[src/rtl/pdm_pkg.sv]
// ---------------------------------------------------------------------------
// pdm_pkg
// Shared types and constants for the stereo PDM transmitter.
//   PCM_W      : width of the signed PCM samples
//   ACC_W      : modulator accumulator width (two guard bits over PCM_W)
//   FS         : full-scale feedback value, 2^(PCM_W-1)
//   pcm_t      : one signed PCM sample
//   acc_t      : signed modulator accumulator
//   pcm_pair_t : left/right sample pair moved through staging and active
// ---------------------------------------------------------------------------
package pdm_pkg;

  localparam int PCM_W = 16;
  localparam int ACC_W = PCM_W + 2;

  typedef logic signed [PCM_W-1:0] pcm_t;
  typedef logic signed [ACC_W-1:0] acc_t;

  localparam acc_t FS = acc_t'(1) << (PCM_W - 1);

  typedef struct packed {
    pcm_t left;
    pcm_t right;
  } pcm_pair_t;

  // Widen a PCM sample to accumulator width, keeping its sign.
  function automatic acc_t sign_extend(input pcm_t x);
    return acc_t'(x);
  endfunction

endpackage

[src/rtl/sigma_delta_mod.sv]
// ---------------------------------------------------------------------------
// sigma_delta_mod
// First-order sigma-delta modulator for one PDM channel.
//   clk     : system clock
//   rst     : asynchronous active-high reset, clears the accumulator
//   step    : advance the modulator by one PDM bit this cycle
//   clear   : synchronous clear of the accumulator (run control off)
//   x       : signed input sample held for the whole window
//   bit_out : current output bit, 1 when the accumulator is non-negative;
//             this is the bit produced by the next step
// ---------------------------------------------------------------------------
module sigma_delta_mod
  import pdm_pkg::*;
(
  input  logic clk,
  input  logic rst,
  input  logic step,
  input  logic clear,
  input  pcm_t x,
  output logic bit_out
);

  acc_t acc_q;
  acc_t acc_d;

  // The output bit is just the sign of the accumulator, so a step emits
  // the bit for the current state and then subtracts the matching
  // feedback. With |x| <= FS the accumulator stays inside +/-2*FS, which
  // the two guard bits cover without saturation.
  assign bit_out = ~acc_q[ACC_W-1];

  always_comb begin
    acc_d = acc_q;
    if (clear) begin
      acc_d = '0;
    end else if (step) begin
      acc_d = acc_q + sign_extend(x) - (bit_out ? FS : -FS);
    end
  end

  always_ff @(posedge clk or posedge rst) begin
    if (rst) begin
      acc_q <= '0;
    end else begin
      acc_q <= acc_d;
    end
  end

endmodule

[src/rtl/stereo_pdm_tx.sv]
// ---------------------------------------------------------------------------
// stereo_pdm_tx
// Two-channel PDM transmitter: generates mic_clk and drives one shared data
// line, left bit while mic_clk is high, right bit while it is low.
//   s_clk     : system clock
//   rst       : asynchronous active-high reset
//   enable    : run control; low stops mic_clk and clears the modulators
//   pcm_left  : signed left sample
//   pcm_right : signed right sample
//   pcm_valid : a PCM pair is offered
//   pcm_ready : staging register is empty; pair taken on valid && ready
//   mic_clk   : generated PDM clock, s_clk / (2*CLK_DIV)
//   mic_data  : shared PDM data line
//   underrun  : one-cycle pulse when a window ends with no pair available
// Parameters: CLK_DIV (4..255) s_clk cycles per half period,
//             OSR (2..1024) mic_clk periods per PCM pair.
// ---------------------------------------------------------------------------
module stereo_pdm_tx
  import pdm_pkg::*;
#(
  parameter int CLK_DIV = 8,
  parameter int OSR     = 64
) (
  input  logic                    s_clk,
  input  logic                    rst,
  input  logic                    enable,
  input  logic signed [PCM_W-1:0] pcm_left,
  input  logic signed [PCM_W-1:0] pcm_right,
  input  logic                    pcm_valid,
  output logic                    pcm_ready,
  output logic                    mic_clk,
  output logic                    mic_data,
  output logic                    underrun
);

  localparam logic [7:0] HALF_LAST = 8'(CLK_DIV - 1);
  localparam logic [9:0] BIT_LAST  = 10'(OSR - 1);

  logic [7:0] half_cnt_q, half_cnt_d;
  logic [9:0] bit_cnt_q, bit_cnt_d;
  logic       mic_clk_q, mic_clk_d;
  logic       mic_data_q, mic_data_d;
  logic       underrun_q, underrun_d;
  logic       stage_full_q, stage_full_d;
  pcm_pair_t  active_q, active_d;
  pcm_pair_t  stage_q, stage_d;

  pcm_pair_t  in_pair;
  logic       toggle;
  logic       rise;
  logic       fall;
  logic       boundary;
  logic       accept;
  logic       left_bit;
  logic       right_bit;

  assign in_pair = '{left: pcm_left, right: pcm_right};

  // A toggle happens on the last count of each half period. Its direction
  // comes from the current mic_clk level, and the window ends on the
  // falling toggle that closes period OSR-1.
  assign toggle   = enable && (half_cnt_q == HALF_LAST);
  assign rise     = toggle && !mic_clk_q;
  assign fall     = toggle && mic_clk_q;
  assign boundary = fall && (bit_cnt_q == BIT_LAST);
  assign accept   = pcm_valid && !stage_full_q;

  assign pcm_ready = !stage_full_q;
  assign mic_clk   = mic_clk_q;
  assign mic_data  = mic_data_q;
  assign underrun  = underrun_q;

  // Left modulator steps on rising toggles, right on falling toggles. On
  // the boundary fall the right step still sees the old active pair,
  // because the new pair is only registered at that same edge.
  sigma_delta_mod u_left_mod (
    .clk     (s_clk),
    .rst     (rst),
    .step    (rise),
    .clear   (!enable),
    .x       (active_q.left),
    .bit_out (left_bit)
  );

  sigma_delta_mod u_right_mod (
    .clk     (s_clk),
    .rst     (rst),
    .step    (fall),
    .clear   (!enable),
    .x       (active_q.right),
    .bit_out (right_bit)
  );

  // Clock divider, period counter and data mux. The data line is loaded
  // in the same cycle as the mic_clk toggle so it is stable for the whole
  // following half period.
  always_comb begin
    half_cnt_d = half_cnt_q;
    bit_cnt_d  = bit_cnt_q;
    mic_clk_d  = mic_clk_q;
    mic_data_d = mic_data_q;
    if (!enable) begin
      half_cnt_d = '0;
      bit_cnt_d  = '0;
      mic_clk_d  = 1'b0;
      mic_data_d = 1'b0;
    end else begin
      if (toggle) begin
        half_cnt_d = '0;
        mic_clk_d  = !mic_clk_q;
      end else begin
        half_cnt_d = half_cnt_q + 8'd1;
      end
      if (rise) begin
        mic_data_d = left_bit;
      end
      if (fall) begin
        mic_data_d = right_bit;
        bit_cnt_d  = boundary ? '0 : bit_cnt_q + 10'd1;
      end
    end
  end

  // Framing: at a boundary the staged pair wins, then a pair offered in
  // that very cycle, otherwise the active pair repeats and underrun fires.
  // Off the boundary an accepted pair lands in staging.
  always_comb begin
    active_d     = active_q;
    stage_d      = stage_q;
    stage_full_d = stage_full_q;
    underrun_d   = 1'b0;
    if (boundary) begin
      if (stage_full_q) begin
        active_d     = stage_q;
        stage_full_d = 1'b0;
      end else if (pcm_valid) begin
        active_d = in_pair;
      end else begin
        underrun_d = 1'b1;
      end
    end else if (accept) begin
      stage_d      = in_pair;
      stage_full_d = 1'b1;
    end
  end

  always_ff @(posedge s_clk or posedge rst) begin
    if (rst) begin
      half_cnt_q   <= '0;
      bit_cnt_q    <= '0;
      mic_clk_q    <= 1'b0;
      mic_data_q   <= 1'b0;
      underrun_q   <= 1'b0;
      stage_full_q <= 1'b0;
      active_q     <= '0;
      stage_q      <= '0;
    end else begin
      half_cnt_q   <= half_cnt_d;
      bit_cnt_q    <= bit_cnt_d;
      mic_clk_q    <= mic_clk_d;
      mic_data_q   <= mic_data_d;
      underrun_q   <= underrun_d;
      stage_full_q <= stage_full_d;
      active_q     <= active_d;
      stage_q      <= stage_d;
    end
  end

endmodule

[config.mk]
export PLATFORM = sky130hd
export DESIGN_NAME = stereo_pdm_tx
export DESIGN_NICKNAME = d
export VERILOG_FILES = /design/src/rtl/pdm_pkg.sv /design/src/rtl/sigma_delta_mod.sv /design/src/rtl/stereo_pdm_tx.sv
export SDC_FILE = /design/constraint.sdc
export NUM_CORES = 1
export LEC_CHECK = 0
export CORE_ASPECT_RATIO = 1.25
export CORE_UTILIZATION = 50
export CTS_CLUSTER_SIZE = 30
export DETAILED_ROUTE_END_ITERATION = 16
export PLACE_DENSITY = 0.68
export SKIP_CTS_REPAIR_TIMING = 1
export SLEW_MARGIN = 20
export SYNTH_ARGS = -nofsm -noshare
export SYNTH_HDL_FRONTEND = slang
export SYNTH_SLANG_ARGS = --single-unit
[constraint.sdc]
create_clock -name s_clk -period 5.9 [get_ports s_clk]
set_input_delay 1.18 -clock s_clk [delete_from_list [all_inputs] [get_ports s_clk]]
set_output_delay 1.18 -clock s_clk [all_outputs]
set_load 0.02 [all_outputs]
==> results of run 1 <==
report_power, final:
group	internal (W)	switching (W)
Clock	0.000702	0.000362
Sequential	0.000860	0.0000134
Combinational	0.0000588	0.0000516
Total	0.00162	0.000427
cell families after synthesis:
logic type               count (synthesis)
AO/OA/AOI/OAI                          155
XOR/XNOR                                30
adder cells (fa/ha/maj)                 70
buffers and inverters                  159
flip-flops                             122
multiplexers                            70
AND/OR/NAND/NOR                        217
registers in the layout, summed over array words and instances, names as in the netlist:
name               flops
underrun               1
mic_clk                1
stage_full_q           1
stage_q               32
bit_cnt_q             10
mic_data               1
active_q              32
half_cnt_q             8
u_right_mod.acc_q     18
u_left_mod.acc_q      18
final cells by class:
cell class / instances / area (µm²) / area share
well taps: 182 / 228 / 0.0258
clock buffers: 23 / 488 / 0.0553
clock inverters: 7 / 115 / 0.0130
inverters: 129 / 489 / 0.0555
repair buffers: 47 / 450 / 0.0511
multi-input cells: 542 / 4000 / 0.453
flip-flops and latches: 122 / 3050 / 0.346
worst paths after layout:
path	startpoint	endpoint	cells past startpoint	slack (ns)
setup / recovery	enable	u_right_mod.acc_q[13]	6	2.61
hold / removal	half_cnt_q[0]	half_cnt_q[0]	1	0.46
setup reg to reg	active_q[18]	u_left_mod.acc_q[16]	12	2.80
hold reg to reg	half_cnt_q[0]	half_cnt_q[0]	1	0.46
max in group asynchronous	rst	stage_q[19]	3	3.59
min in group asynchronous	rst	active_q[6]	2	1.26
critical path: cells and delay by family:
family	cells	cell delay, ns
buffers and inverters	4	1.73
AND/OR/NAND/NOR	1	0.54
AO/OA/AOI/OAI	1	0.12
layer usage:
layer	vias up	share of wire
met5	-	0
met4	0	0.028
met3	25	0.021
met2	76	0.53
met1	2848	0.42
li1	2847	-
synth_stat cells, drive strengths merged, types with 8 or more instances:
cell,count
clkbuf,12
nor2,39
buf,18
dfrtp,122
mux2i,37
a21oi,51
inv,128
mux2,33
nand4,8
nand2b,8
and3,8
ha,68
nand2,95
xor2,16
nand3,24
o21ai,49
xnor2,14
nor3,11
a21o,13
per-stage QoR:
step	hold WS (ns)	utilization
finish	0.461	0.588
global route	0.496	0.588
CTS	0.459	0.587
detailed placement	0.446	0.547
global placement	0.451	0.547
floorplan	0.425	-
==> flow_metrics.tcl, run 1 <==
set metrics [dict create \
    finClkSkew_ns 0.0100 \
    synth-seq-area-share 0.395 \
    rows 50 \
    synth_nets 929 \
    hold_class "flip-flop to flip-flop" \
    synthSimpleGateAreaFrac 0.135 \
    final_cells 1052 \
    fill_cells 1335 \
    final_cell_mix "inv_1 (127), dfrtp_1 (121), nand2_1 (95), ha_1 (68), a21oi_1 (50)" \
    rsz0062_at_grt "no" \
    cpPeakStageDelay_ns 0.54 \
    grt_overflow 0 \
    fmax_ghz 0.304 \
    place_congestion 0.833 \
    path_max_fanout 30 \
    place_ws_ns 2.17 \
    cp.arrival_ns 3.59 \
    cts_max_path_buffers 2 \
    totalWireLength_mm 15.4 \
    fp.dieH_um 141 \
    clockRootBuffer "clkbuf_16" \
    grt_use_met1 0.234 \
    finalPower_w 0.00205 \
    grt_max_degree 83 \
    ys_ff_latch 122 \
    num-nets-final 965 \
    cts.sinks 122 \
    tns_ns 0 \
    grt_pass1_wl_mm 27.4 \
    ir_drop_mv 0.175 \
    met3_usage 0.0396 \
    antenna_found_initial 0 \
    cp_slowest_cell "or4_1" \
    synth_cell_types 62 \
    fin_crit_sh 0.558 \
    core-area_um2 15000 \
    cts.reportedPaths.clkPinSlew_ns 0.05 \
    ys.warnings.count 0 \
    relSlewSlack 0.341 \
    routed_via_density 5.51 \
    synth_mux_area_frac 0.109 \
    cpMostUsedCell "buf_4" \
    start_util 0.515 \
    max_cap_viol_count 0 \
    cp-end-kind "flip-flop" \
    syn_to_final_growth_pct 14.1 \
    startpoint_type "input port" \
    status "completed" \
    drv_slew 0 \
    dieArea_um2 16000 \
    cts_tree "built" \
    syn-cell-area_um2 7730 \
    ios 40 \
    drtIter0Drc 402 \
    timing.final.ws_setup_ns 2.61 \
    synth_compound_area_frac 0.124 \
    setup_viol 0 \
    wire_per_inst_um 14.7 \
    fin_area_um2 8820 \
    crit_path_cell_trace "clkdlybuf4s50_1 -> buf_4 -> clkinv_1 -> buf_4 -> or4_1 -> o311ai_0" \
    required_ns 6.20 \
    synth_area_leaders "dfrtp_1 (40%), ha_1 (11%), inv_1 (6.2%)" \
    dpl-instance-area_um2 8220 \
    dp_hpwl_mm 10.8 \
    power_density_nw_per_um2 232 \
    critical_path_class "input port to flip-flop" \
    grt.met2_usage 0.400 \
    track_usage 0.216 \
    synth_cells 823 \
    synth_area_leader_cell "dfrtp_1" \
    yosys.area_share.adder 0.115 \
    die_x_um 113 \
    top_usage_layer "met2" \
    worstMarginPinSlew_ns 0.986 \
    port_buffers 39 \
    layout-drive-gt1-share 0.0908 \
    fin_crit_ns 3.29 \
    grt_pass1_vias 6103 \
    synth_flop_cell "dfrtp_1" \
    place_inst 1022 \
    synth.avg_cell_area_um2 9.39 \
    synth_top_area_frac 0.395 \
    synthXorXnorAreaFrac 0.0340 \
    clk_latency_ns 0.42 \
    layout_commonest_cell "inv_1" \
    leakagePower_nw 4.38 \
    num_vias 5796 \
    synth_edf_count 0 \
    final_hold_viol_count 0 \
    drc 0 \
    cts_buffers 17 \
    synth_top_family_by_area "simple AND/OR/NAND/NOR gates" \
    antenna_left 0 \
    antenna_cells 0 \
    synthArstFlopShare 1.00 \
    htree_levels 4 \
    first_pass_iters 4 \
]
Power figures use the tool's default switching activity.
==> run 2, diff against run 1 <==
Settings changed: PLACE_DENSITY 0.68 to 0.71.
Clock period 5.9 ns to 2.95 ns, I/O delays scaled along.
==> flow_metrics.tcl, run 2 (synthesized netlist as in run 1, its figures left out) <==
set metrics [dict create \
    num-nets-final 976 \
    relSlewSlack 0.509 \
    layout-drive-gt1-share 0.109 \
    leakagePower_nw 4.46 \
    ios 40 \
    cts.sinks 122 \
    final_hold_viol_count 0 \
    htree_levels 4 \
    fin_crit_ns 2.75 \
    clkPwrFrac 0.519 \
    core-area_um2 15000 \
    ir_drop_mv 0.351 \
    fin_area_um2 8980 \
    rsz0062_at_grt "no" \
    p_int_w 0.00315 \
    crit_family "compound AO/OA/AOI/OAI gates" \
    whs_path_depth 1 \
    finClkSkew_ns 0.0131 \
    clk_latency_ns 0.43 \
    top_regs "active_q x32, stage_q x32" \
    cts_buffers 17 \
    tns_ns 0 \
    setup_viol 0 \
    final_cell_mix "inv_1 (127), dfrtp_1 (121), nand2_1 (95), ha_1 (67), a21oi_1 (50)" \
    rows 50 \
    power_frac_comb 0.057 \
    cts.reportedPaths.clkPinSlew_ns 0.06 \
    required_ns 3.30 \
    fin_crit_sh 0.934 \
    dp_hpwl_mm 10.9 \
    antenna_left 0 \
    status "completed" \
    syn_to_final_growth_pct 16.2 \
    routed_via_density 5.35 \
    switching_share 0.232 \
    drtIter0Drc 193 \
    fmax_ghz 0.363 \
    die_x_um 113 \
    max_cap_viol_count 0 \
    track_usage 0.215 \
    startpoint_type "flip-flop" \
    hold_class "flip-flop to flip-flop" \
    critical_path_class "flip-flop to flip-flop" \
    fp.dieH_um 141 \
    cpPeakStageDelay_ns 0.37 \
    dpl-instance-area_um2 8340 \
    cts_tree "built" \
    crit_buf_inv 2 \
    seqPwrFrac 0.424 \
    drv_slew 0 \
    grt_pass1_vias 5879 \
    rr_worst_depth 11 \
    antenna_cells 0 \
    switchingPower_w 0.000955 \
    regArea_um2 3050 \
    antenna_found_initial 0 \
    fill_cells 1327 \
    cp.arrival_ns 3.10 \
    multi_input_area_um2 4020 \
    power_density_nw_per_um2 458 \
    crit_path_cell_trace "inv_1 -> ha_1 -> inv_1 -> ha_1 -> a21oi_2 -> a21oi_1 -> a211o_1 -> a221o_1 -> o221ai_2 -> mux2i_1 -> mux2i_1" \
    port_buffers 39 \
    dieArea_um2 16000 \
    cts_max_path_buffers 2 \
    clockRootBuffer "clkbuf_16" \
    drc 0 \
    grt_pass1_wl_mm 27.0 \
    worstMarginPinSlew_ns 0.735 \
    start_util 0.515 \
    num_vias 5703 \
    cp_slowest_cell "a221o_1" \
    place_congestion 0.828 \
    totalWireLength_mm 15.4 \
    wire_per_inst_um 14.4 \
    cp.depth 11 \
    cp-end-kind "flip-flop" \
    path_max_fanout 3 \
    grt_overflow 0 \
    grt_max_degree 65 \
    first_pass_iters 4 \
    layout_commonest_cell "inv_1" \
]
[run 2: changes by cell type in the layout (fill, tap and decap cells not counted), sizes merged]
cell,delta
buf,+11
clkinvlp,+1
inv,+5
clkbuf,-4
bufinv,-1
clkinv,+1
[run 2: metal layers]
layer / track usage / vias up / wire, µm / share of wire
met3: 0.0335 / 22 / 227 / 0.015
li1: - / 2870 / - / -
met5: 0 / - / 0 / 0
met1: 0.243 / 2768 / 6540 / 0.43
met4: 0.0880 / 0 / 342 / 0.022
met2: 0.400 / 43 / 8260 / 0.54
[run 2: power groups by stage]
| stage | Combinational (W) | Clock (W) | Sequential (W) |
|---|---|---|---|
| 4_1_cts | 0.000240 | 0.00217 | 0.00174 |
| 3_3_place_gp | 0.000236 | 0 | 0.00177 |
| 6_report | 0.000235 | 0.00213 | 0.00174 |
| 2_1_floorplan | 0.000137 | 0 | 0.00177 |
| 3_5_place_dp | 0.000239 | 0 | 0.00177 |
| 5_1_grt | 0.000261 | 0.00224 | 0.00175 |
[run 2: final timing paths]
path,from,to,slack [ns]
max,active_q[18],u_left_mod.acc_q[17],0.20
min,half_cnt_q[0],half_cnt_q[0],0.46
max reg2reg,active_q[18],u_left_mod.acc_q[17],0.20
min reg2reg,half_cnt_q[0],half_cnt_q[0],0.46
max in group asynchronous,rst,active_q[12],1.67
min in group asynchronous,rst,stage_q[25],0.63
[run 2: area by class of cell]
type / count / share of cell area
clock buffers: 19 / 0.0504
inverters: 129 / 0.0543
flip-flops and latches: 122 / 0.340
repair buffers: 58 / 0.0649
multi-input cells: 542 / 0.447
clock inverters: 13 / 0.0174
well taps: 182 / 0.0254
[run 2: worst register-to-register path, delay by kind of cell, from the launching register on]
family | cells | cell delay (ns)
AOI/OAI and AO/OA | 5 | 1.20
adders and majority gates | 2 | 0.59
muxes | 2 | 0.45
DFF | 1 | 0.35
buffers and inverters | 2 | 0.09
[run 2: metrics by stage]
stage | util | total power (W) | hold slack, ns | worst slack (ns) | std cells
6_report | 0.598 | 0.00411 | 0.457 | 0.195 | 1065
5_1_grt | 0.598 | 0.00425 | 0.490 | 0.0308 | 1065
4_1_cts | 0.596 | 0.00415 | 0.458 | 0.124 | 1064
3_5_place_dp | 0.556 | 0.00201 | 0.451 | 0.180 | 1032
3_3_place_gp | 0.556 | 0.00201 | 0.440 | 0.251 | 1032
2_1_floorplan | - | 0.00190 | 0.425 | 0.343 | 823
==> run 3, diff against run 2 <==
Settings changed: SYNTH_HIERARCHICAL set to 1.
==> flow_metrics.tcl, run 3 <==
set metrics [dict create \
    layout_commonest_cell "inv_1" \
    path_max_fanout 7 \
    tns_ns 0 \
    start_util 0.512 \
    htree_levels 4 \
    wire_per_inst_um 15.5 \
    finalHoldWorstSlack_ns 0.498 \
    critical_path_class "flip-flop to flip-flop" \
    synth_area_leaders "dfrtp_1 (38%), ha_1 (11%), inv_1 (6.2%)" \
    drtIter0Drc 230 \
    fin_area_um2 9220 \
    antenna_cells 0 \
    ys.warnings.count 6 \
    synthArstFlopShare 1.00 \
    grt_overflow 0 \
    cp.arrival_ns 3.04 \
    routed_via_density 5.50 \
    drc 0 \
    crit_path_cell_trace "inv_1 -> ha_1 -> inv_1 -> ha_1 -> a21oi_1 -> o21ai_0 -> nor2b_1 -> nor4_1 -> or4_1 -> a21oi_1" \
    cts_buffers 17 \
    final_hold_viol_count 0 \
    regToRegSetupSlack_ns 0.26 \
    ir_drop_mv 0.402 \
    fin_crit_ns 2.69 \
    startpoint_type "flip-flop" \
    finClkSkew_ns 0.00848 \
    cpPeakStageDelay_ns 0.49 \
    r2r-start "active_q[6]" \
    final_cell_mix "inv_1 (132), dfrtp_1 (122), nor2_1 (76), ha_1 (68), a21oi_1 (66)" \
    status "completed" \
    port_buffers 39 \
    track_usage 0.230 \
    ys_ff_latch 122 \
    top_regs "active_q x32, stage_q x32" \
    place_congestion 0.846 \
    syn_to_final_growth_pct 15.2 \
    cts.reportedPaths.clkPinSlew_ns 0.06 \
    num_vias 6225 \
    synth_top_area_frac 0.381 \
    first_pass_iters 5 \
    yosysMostFrequentCell "inv_1" \
    drv_slew 0 \
    worstMarginPinSlew_ns 0.806 \
    finalPower_w 0.00394 \
    totalWireLength_mm 17.5 \
    syn-cell-area_um2 8000 \
    worstSetupEndpoint "u_right_mod/acc_q[17]" \
    die_x_um 115 \
    cts_tree "built" \
    synth_cell_types 67 \
    num-nets-final 1012 \
    cts_max_path_buffers 2 \
    leakagePower_nw 4.28 \
    clk_latency_ns 0.43 \
    synth_edf_count 0 \
    synth.avg_cell_area_um2 9.26 \
    relSlewSlack 0.462 \
    synth_cells 864 \
    fmax_ghz 0.372 \
    required_ns 3.30 \
    fill_cells 1371 \
    core-area_um2 15600 \
    ios 40 \
    max_cap_viol_count 0 \
    rr_worst_depth 10 \
    antenna_left 0 \
    antenna_found_initial 0 \
    startpoint "active_q[6]" \
    grt_pass1_vias 6075 \
    dp_hpwl_mm 12.4 \
    clockRootBuffer "clkbuf_16" \
    grt_max_degree 63 \
    synth_common_cells "inv_1 (133), dfrtp_1 (122), nor2_1 (76)" \
    cp-end-kind "flip-flop" \
    synth-seq-area-share 0.381 \
    hold_class "flip-flop to flip-flop" \
    fin_util 0.590 \
    fp.dieH_um 143 \
    dieArea_um2 16500 \
    synth_flop_cell "dfrtp_1" \
    layout-drive-gt1-share 0.116 \
    power_density_nw_per_um2 427 \
    reg2reg_to "u_right_mod/acc_q[17]" \
    setup_viol 0 \
    rows 51 \
    cp_slowest_cell "or4_1" \
    dpl-instance-area_um2 8660 \
    grt_pass1_wl_mm 29.7 \
    fin_crit_sh 0.911 \
    synth_area_leader_cell "dfrtp_1" \
    synth_nets 970 \
    cts.sinks 122 \
    rsz0062_at_grt "no" \
]
-- run 3: cell type report --
cell class / instances / area (µm²) / share of cell area
sequential: 122 / 3050 / 0.331
clock buffer: 17 / 425 / 0.0461
clock inverter: 15 / 131 / 0.0142
timing repair buffer: 60 / 586 / 0.0635
multi-input combinational: 570 / 4250 / 0.461
inverter: 135 / 508 / 0.0551
tap: 212 / 265 / 0.0288
-- run 3: worst max-delay path, delay by kind of cell, from the launching register on --
kind | cells | cell delay, ns
simple gates | 3 | 0.94
fa+ha+maj | 2 | 0.67
compound gates | 3 | 0.56
flops | 1 | 0.34
buf+inv | 2 | 0.10
-- run 3: per-layer routing --
metal	up-vias	routed length [µm]	part of all wire	track usage
met4	0	271	0.015	0.0649
met2	101	8800	0.50	0.397
met1	2999	7910	0.45	0.290
met5	-	0	0	0
li1	3104	-	-	-
met3	21	517	0.030	0.0472
-- run 3: worst min path at each step --
stage | slack, ns | start | to | depth (start not counted)
after CTS | 0.50 | half_cnt_q[0] | half_cnt_q[0] | 1
after detailed placement | 0.49 | half_cnt_q[0] | half_cnt_q[0] | 1
final | 0.50 | half_cnt_q[0] | half_cnt_q[0] | 1
after floorplan | 0.44 | stage_full_q | underrun | 1
after global routing | 0.52 | half_cnt_q[0] | half_cnt_q[0] | 1
after global placement | 0.49 | u_left_mod/acc_q[11] | u_left_mod/acc_q[11] | 2
-- run 3: power breakdown --
group          internal [W]  switching, W
registers           0.00172     0.0000264
clock network       0.00110      0.000863
logic              0.000128      0.000105
-- run 3: stage by stage --
step	std cells	setup slack, ns
2_1_floorplan	864	0.138
3_5_place_dp	1099	0.238
6_report	1131	0.262
3_3_place_gp	1099	0.241
4_1_cts	1131	0.195
5_1_grt	1131	0.0401
-- run 3: cells by family (layout without fill, tap and decap cells) --
group / after synthesis / count (layout) / synth area share
and+or+nand+nor: 237 / 237 / 0.155
AOI/OAI and AO/OA: 198 / 198 / 0.166
buffers and inverters: 172 / 227 / 0.0889
DFF: 122 / 122 / 0.381
adders and majority gates: 70 / 70 / 0.111
muxes: 43 / 43 / 0.0728
xor gates and xnor gates: 22 / 22 / 0.0241
==> RTL change 1: new RTL, config.mk and constraints of run 1 <==
Register the output `underrun` once more, with the module's reset; this adds one clock of latency there. The other outputs are not delayed to match. Comments in the files are not updated.
--- a/src/rtl/stereo_pdm_tx.sv
+++ b/src/rtl/stereo_pdm_tx.sv
@@ -68,7 +68,13 @@
   assign pcm_ready = !stage_full_q;
   assign mic_clk   = mic_clk_q;
   assign mic_data  = mic_data_q;
-  assign underrun  = underrun_q;
+  always_ff @(posedge s_clk or posedge rst) begin
+    if (rst) begin
+      underrun <= '0;
+    end else begin
+      underrun <= underrun_q;
+    end
+  end
 
   // Left modulator steps on rising toggles, right on falling toggles. On
   // the boundary fall the right step still sees the old active pair,
Behaviour: no difference found for any inputs over 10 cycles, from zero or initial values and one cycle with rst high; that may be too few to reach the edited logic, so the function may still have changed.
==> RTL change 1 against run 1 <==
Sequential cell count rose by 1. Worst setup slack got worse by 0.49 ns. Non-clock buffer count fell by 2. Cell area rose by 0.67%. Critical endpoint is now u_left_mod.acc_q[17]$_DFFE_PP0P_. Total power rose by 0.76%. Area after synthesis rose by 0.13%. Routed wire length rose by 1.8%. Combinational power fell by 5%.
==> RTL change 1: results (changes against run 1) <==
Run status
  • Status: finished, final reports clean

Power
  • VDD IR max: 0.186 mV (+6.4%)
  • Internal power: 0.00162 W (-0.13%)
  • Leak: 4.28 nW (-2.5%)

Critical path
  • Crit path DAT: 4.12 ns (+0.53 ns)
  • CP max FO: 35 (+17%)
  • Slowest CP cell: or3_2
  • Max incr delay on CP: 0.91 ns (+0.37 ns)

Synthesis
  • Register area share after synthesis: 39.8% (+0.27 points)
  • Cell variety after synth: 69 (+11%)
  • Dominant cells by area after synthesis: dfrtp_1 (40%), ha_1 (11%), inv_1 (6.5%)
  • Net Count, Synth: 915 (-1.5%)
  • Commonest cells post-synth: inv_1 (134), dfrtp_1 (123), ha_1 (68), nor2_1 (62), nand2_1 (40)

Global route
  • GR Layer Usage met2: 39.0% (-0.97 points)
  • Met3 usage: 4.99% (+1.0 points)
  • GRT Total Usage: 21.3% (-0.30 points)
  • Met1 usage: 23.9% (+0.54 points)
  • Vias in the first global route: 5,828 (-4.5%)
  • Global-route wire length before repair: 26,700 um (-2.6%)

Drt
  • Initial DRC count: 290 (-28%)
  • Met2 Routed Length: 8210 um (about the same)
  • Routed len/inst: 14.7 um (+0.43%)
  • Wl on met1: 6620 um (+2.7%)

Layout
  • Fraction of layout cells with a size suffix above 1: 14.0% (+4.9 points)
  • Nets: 951 (-1.5%)
  • Fillers: 1,307 (-2.1%)

Place
  • Post-DP HPWL: 11,300 um (+4.8%)
  • Dpl cell area: 8270 sq um (+0.61%)

STA
  • Final Skew: 0.00664 ns (-0.00338 ns)
RTL change 1: cell types whose count changed after synthesis, sizes merged, moves of 5 or more:
cell and delta:
nand2 -53, nor2 +25, a21oi +14, o21ai -11
nand3 +10, a21o -9, inv +6, nand2b -6
o31ai +5
RTL change 1: final cells by class:
type / instances / area [sq um] / area share [%]
timing repair buffer: 45 / 435 / 4.90
multi-input combinational: 524 / 3990 / 44.9
tap: 208 / 260 / 2.93
sequential: 123 / 3080 / 34.7
inverter: 134 / 505 / 5.69
clock inverter: 11 / 143 / 1.61
clock buffer: 21 / 470 / 5.30
RTL change 1: worst paths after layout:
kind / from / endpoint / slack, ns / depth (start not counted)
setup reg to reg: half_cnt_q[0]$_DFF_PP0_ / active_q[14]$_DFFE_PP0P_ / 2.87 / 8
max in group asynchronous: rst / u_right_mod.acc_q[17]$_DFFE_PP0P_ / 3.71 / 3
min in group asynchronous: rst / stage_q[11]$_DFFE_PP0P_ / 1.14 / 2
setup / recovery: enable / u_left_mod.acc_q[17]$_DFFE_PP0P_ / 2.12 / 8
hold reg to reg: underrun_q$_DFF_PP0_ / underrun$_DFF_PP0_ / 0.35 / 0
hold / removal: underrun_q$_DFF_PP0_ / underrun$_DFF_PP0_ / 0.35 / 0
RTL change 1: stage by stage:
stage	hold slack (ns)	util, %	instances	worst slack, ns	total power [W]
floorplan	0.331	-	809	1.45	0.000961
global placement	0.335	54.8	1034	1.68	0.00100
detailed placement	0.340	54.8	1034	1.60	0.00101
CTS	0.352	58.9	1066	2.05	0.00209
global route	0.369	58.9	1066	1.99	0.00213
finish	0.353	58.9	1066	2.12	0.00206
RTL change 1: kinds of logic after synthesis:
group / Yosys count / synth area share [%]
AND/OR/NAND/NOR: 197 / 12.8
buffers and inverters: 162 / 8.80
AO/OA/AOI/OAI: 158 / 14.2
flip-flops: 123 / 39.8
multiplexers: 70 / 9.57
adder cells (fa/ha/maj): 70 / 11.5
XOR/XNOR: 29 / 3.28
RTL change 1: worst max-delay path: cells and delay by family:
| kind | cells | cell delay, ns |
|---|---|---|
| buffers and inverters | 3 | 1.33 |
| AND/OR/NAND/NOR | 3 | 1.24 |
| AO/OA/AOI/OAI | 1 | 0.13 |
| multiplexers | 1 | 0.21 |
RTL change 1: power groups by stage:
stage / Sequential [W] / Clock, W / Combinational, W
3_5_place_dp: 0.000901 / 0 / 0.000107
5_1_grt: 0.000889 / 0.00113 / 0.000116
3_3_place_gp: 0.000899 / 0 / 0.000104
6_report: 0.000887 / 0.00107 / 0.000105
4_1_cts: 0.000886 / 0.00109 / 0.000108
2_1_floorplan: 0.000897 / 0 / 0.0000638
==> RTL change 2: new RTL, flow settings as in run 1 <==
Without the edit above. Change the package constant `PCM_W` from 16 to 32.
--- a/src/rtl/pdm_pkg.sv
+++ b/src/rtl/pdm_pkg.sv
@@ -10,7 +10,7 @@
 // ---------------------------------------------------------------------------
 package pdm_pkg;
 
-  localparam int PCM_W = 16;
+  localparam int PCM_W = 32;
   localparam int ACC_W = PCM_W + 2;
 
   typedef logic signed [PCM_W-1:0] pcm_t;
Ports: changed (resized pcm_left and pcm_right); port bits go from 40 to 72. No check against the original RTL was run, so the function may have changed too.
==> RTL change 2 against run 1 <==
Area after synthesis grew 82%. The run now ends with DRC left. Critical path depth increased by 1. Cell area up 78%. Global-route usage fell by 1.9 points. Clock skew shrank 0.0019 ns. Register-to-register slack lost 0.44 ns. Worst setup slack worse by 0.24 ns. Non-clock buffer count is 34 higher. Total power rose by 52%. Die area is 81% higher. Critical endpoint is now stage_q[42]$_DFFE_PP0P_. Routed wire length up 76%. Sequential cell count increased by 96.
==> RTL change 2: results (changes against run 1) <==
Drt
  • Initial DRC count: 382 (-5.0%)
  • DRC viols: 3 (+3)
  • WL final: 27,100 um (+76%)
  • Via count: 10,587 (+83%)
  • DRT Pass-1 Iters: 10 (+6)

Place
  • Dpl cell area: 15,000 sq um (+83%)
  • Post-DP HPWL: 18,800 um (+74%)
  • Placer congestion estimate: 0.879 (+5.6%)

Layout
  • Largest registers: active_q: 64 flops, stage_q: 64 flops
  • Nets: 1,823 (+89%)
  • Fillers: 2,528 (+89%)

Run status
  • Failing checks: DRC
  • Status: finished with violations

Synthesis
  • Dominant cells by area after synthesis: dfrtp_1 (39%), ha_1 (12%), inv_1 (7.1%)
  • Register area share after synthesis: 38.7% (-0.82 points)
  • XOR/XNOR Fraction of Synth Area: 3.85% (+0.45 points)
  • Commonest cells post-synth: inv_1 (268), dfrtp_1 (218), nand2_1 (193), ha_1 (132), a21oi_1 (116)
  • Cell variety after synth: 71 (+15%)
  • Mux share of post-synthesis cell area: 10.1% (-0.82 points)

Critical path
  • Slowest CP cell: nand3_4
  • R2R Path Start: half_cnt_q[3]$_DFF_PP0_
  • Max incr delay on CP: 0.75 ns (+0.21 ns)
  • FF-to-FF setup slack: 2.36 ns (-0.44 ns)

STA
  • Relative slew slack: 32.7% (-1.3 points)

Clocking
  • Clock tree buffer depth: 3 (+1)
  • Worst-Skew Late Latency: 0.52 ns (+0.10 ns)

Power
  • Sw Share: 22.7% (+1.9 points)

Global route
  • Largest net degree at the start of global routing: 142 (+71%)
RTL change 2: changes by cell type after synthesis, moves of 64 or more:
cell,change
a21oi_1,+66
dfrtp_1,+96
ha_1,+64
inv_1,+140
nand2_1,+98
RTL change 2: worst max-delay path by stage:
| stage | slack (ns) | depth (start not counted) | to |
|---|---|---|---|
| floorplan | 1.88 | 1 | active_q[0]$_DFFE_PP0P_ |
| global route | 2.06 | 7 | stage_q[44]$_DFFE_PP0P_ |
| global placement | 2.34 | 4 | active_q[54]$_DFFE_PP0P_ |
| finish | 2.36 | 7 | stage_q[42]$_DFFE_PP0P_ |
| CTS | 2.33 | 7 | stage_q[42]$_DFFE_PP0P_ |
| detailed placement | 2.25 | 4 | active_q[13]$_DFFE_PP0P_ |
RTL change 2: routing by layer:
metal,track usage [%],wire [um]
met5,0,0
met2,38.1,14200
met1,22.8,11500
met4,5.34,518
met3,2.32,820
RTL change 2: cell families after synthesis:
logic type,Yosys count
DFF,218
xor gates and xnor gates,62
muxes,134
AOI/OAI and AO/OA,340
and+or+nand+nor,357
buffers and inverters,336
adders and majority gates,134
RTL change 2: area by class of cell:
type                       count  area (sq um)  area share [%]
sequential                   218          5460            34.7
clock buffer                  31           648            4.12
tap                          350           438            2.78
multi-input combinational   1027          7330            46.6
inverter                     269          1010            6.44
timing repair buffer          81           798            5.07
clock inverter                 9          56.3           0.358
RTL change 2: critical path, delay by kind of cell (launching register included):
family | cells | cell delay (ns)
flops | 1 | 0.43
buf+inv | 1 | 0.42
mux | 1 | 0.42
simple gates | 5 | 2.08
RTL change 2: per-stage QoR:
stage	worst slack, ns	total power [W]	cells	utilization [%]
detailed placement	2.25	0.00176	1945	54.4
global route	2.06	0.00325	1985	56.9
floorplan	1.88	0.00168	1581	-
CTS	2.33	0.00315	1985	56.9
global placement	2.34	0.00176	1945	54.4
finish	2.36	0.00311	1985	56.9
RTL change 2: power by group through the flow:
| stage | logic, W | clock network [W] | registers [W] |
|---|---|---|---|
| floorplan | 0.000100 | 0 | 0.00158 |
| global route | 0.000198 | 0.00149 | 0.00156 |
| detailed placement | 0.000181 | 0 | 0.00158 |
| CTS | 0.000182 | 0.00142 | 0.00155 |
| finish | 0.000176 | 0.00138 | 0.00155 |
| global placement | 0.000178 | 0 | 0.00158 |
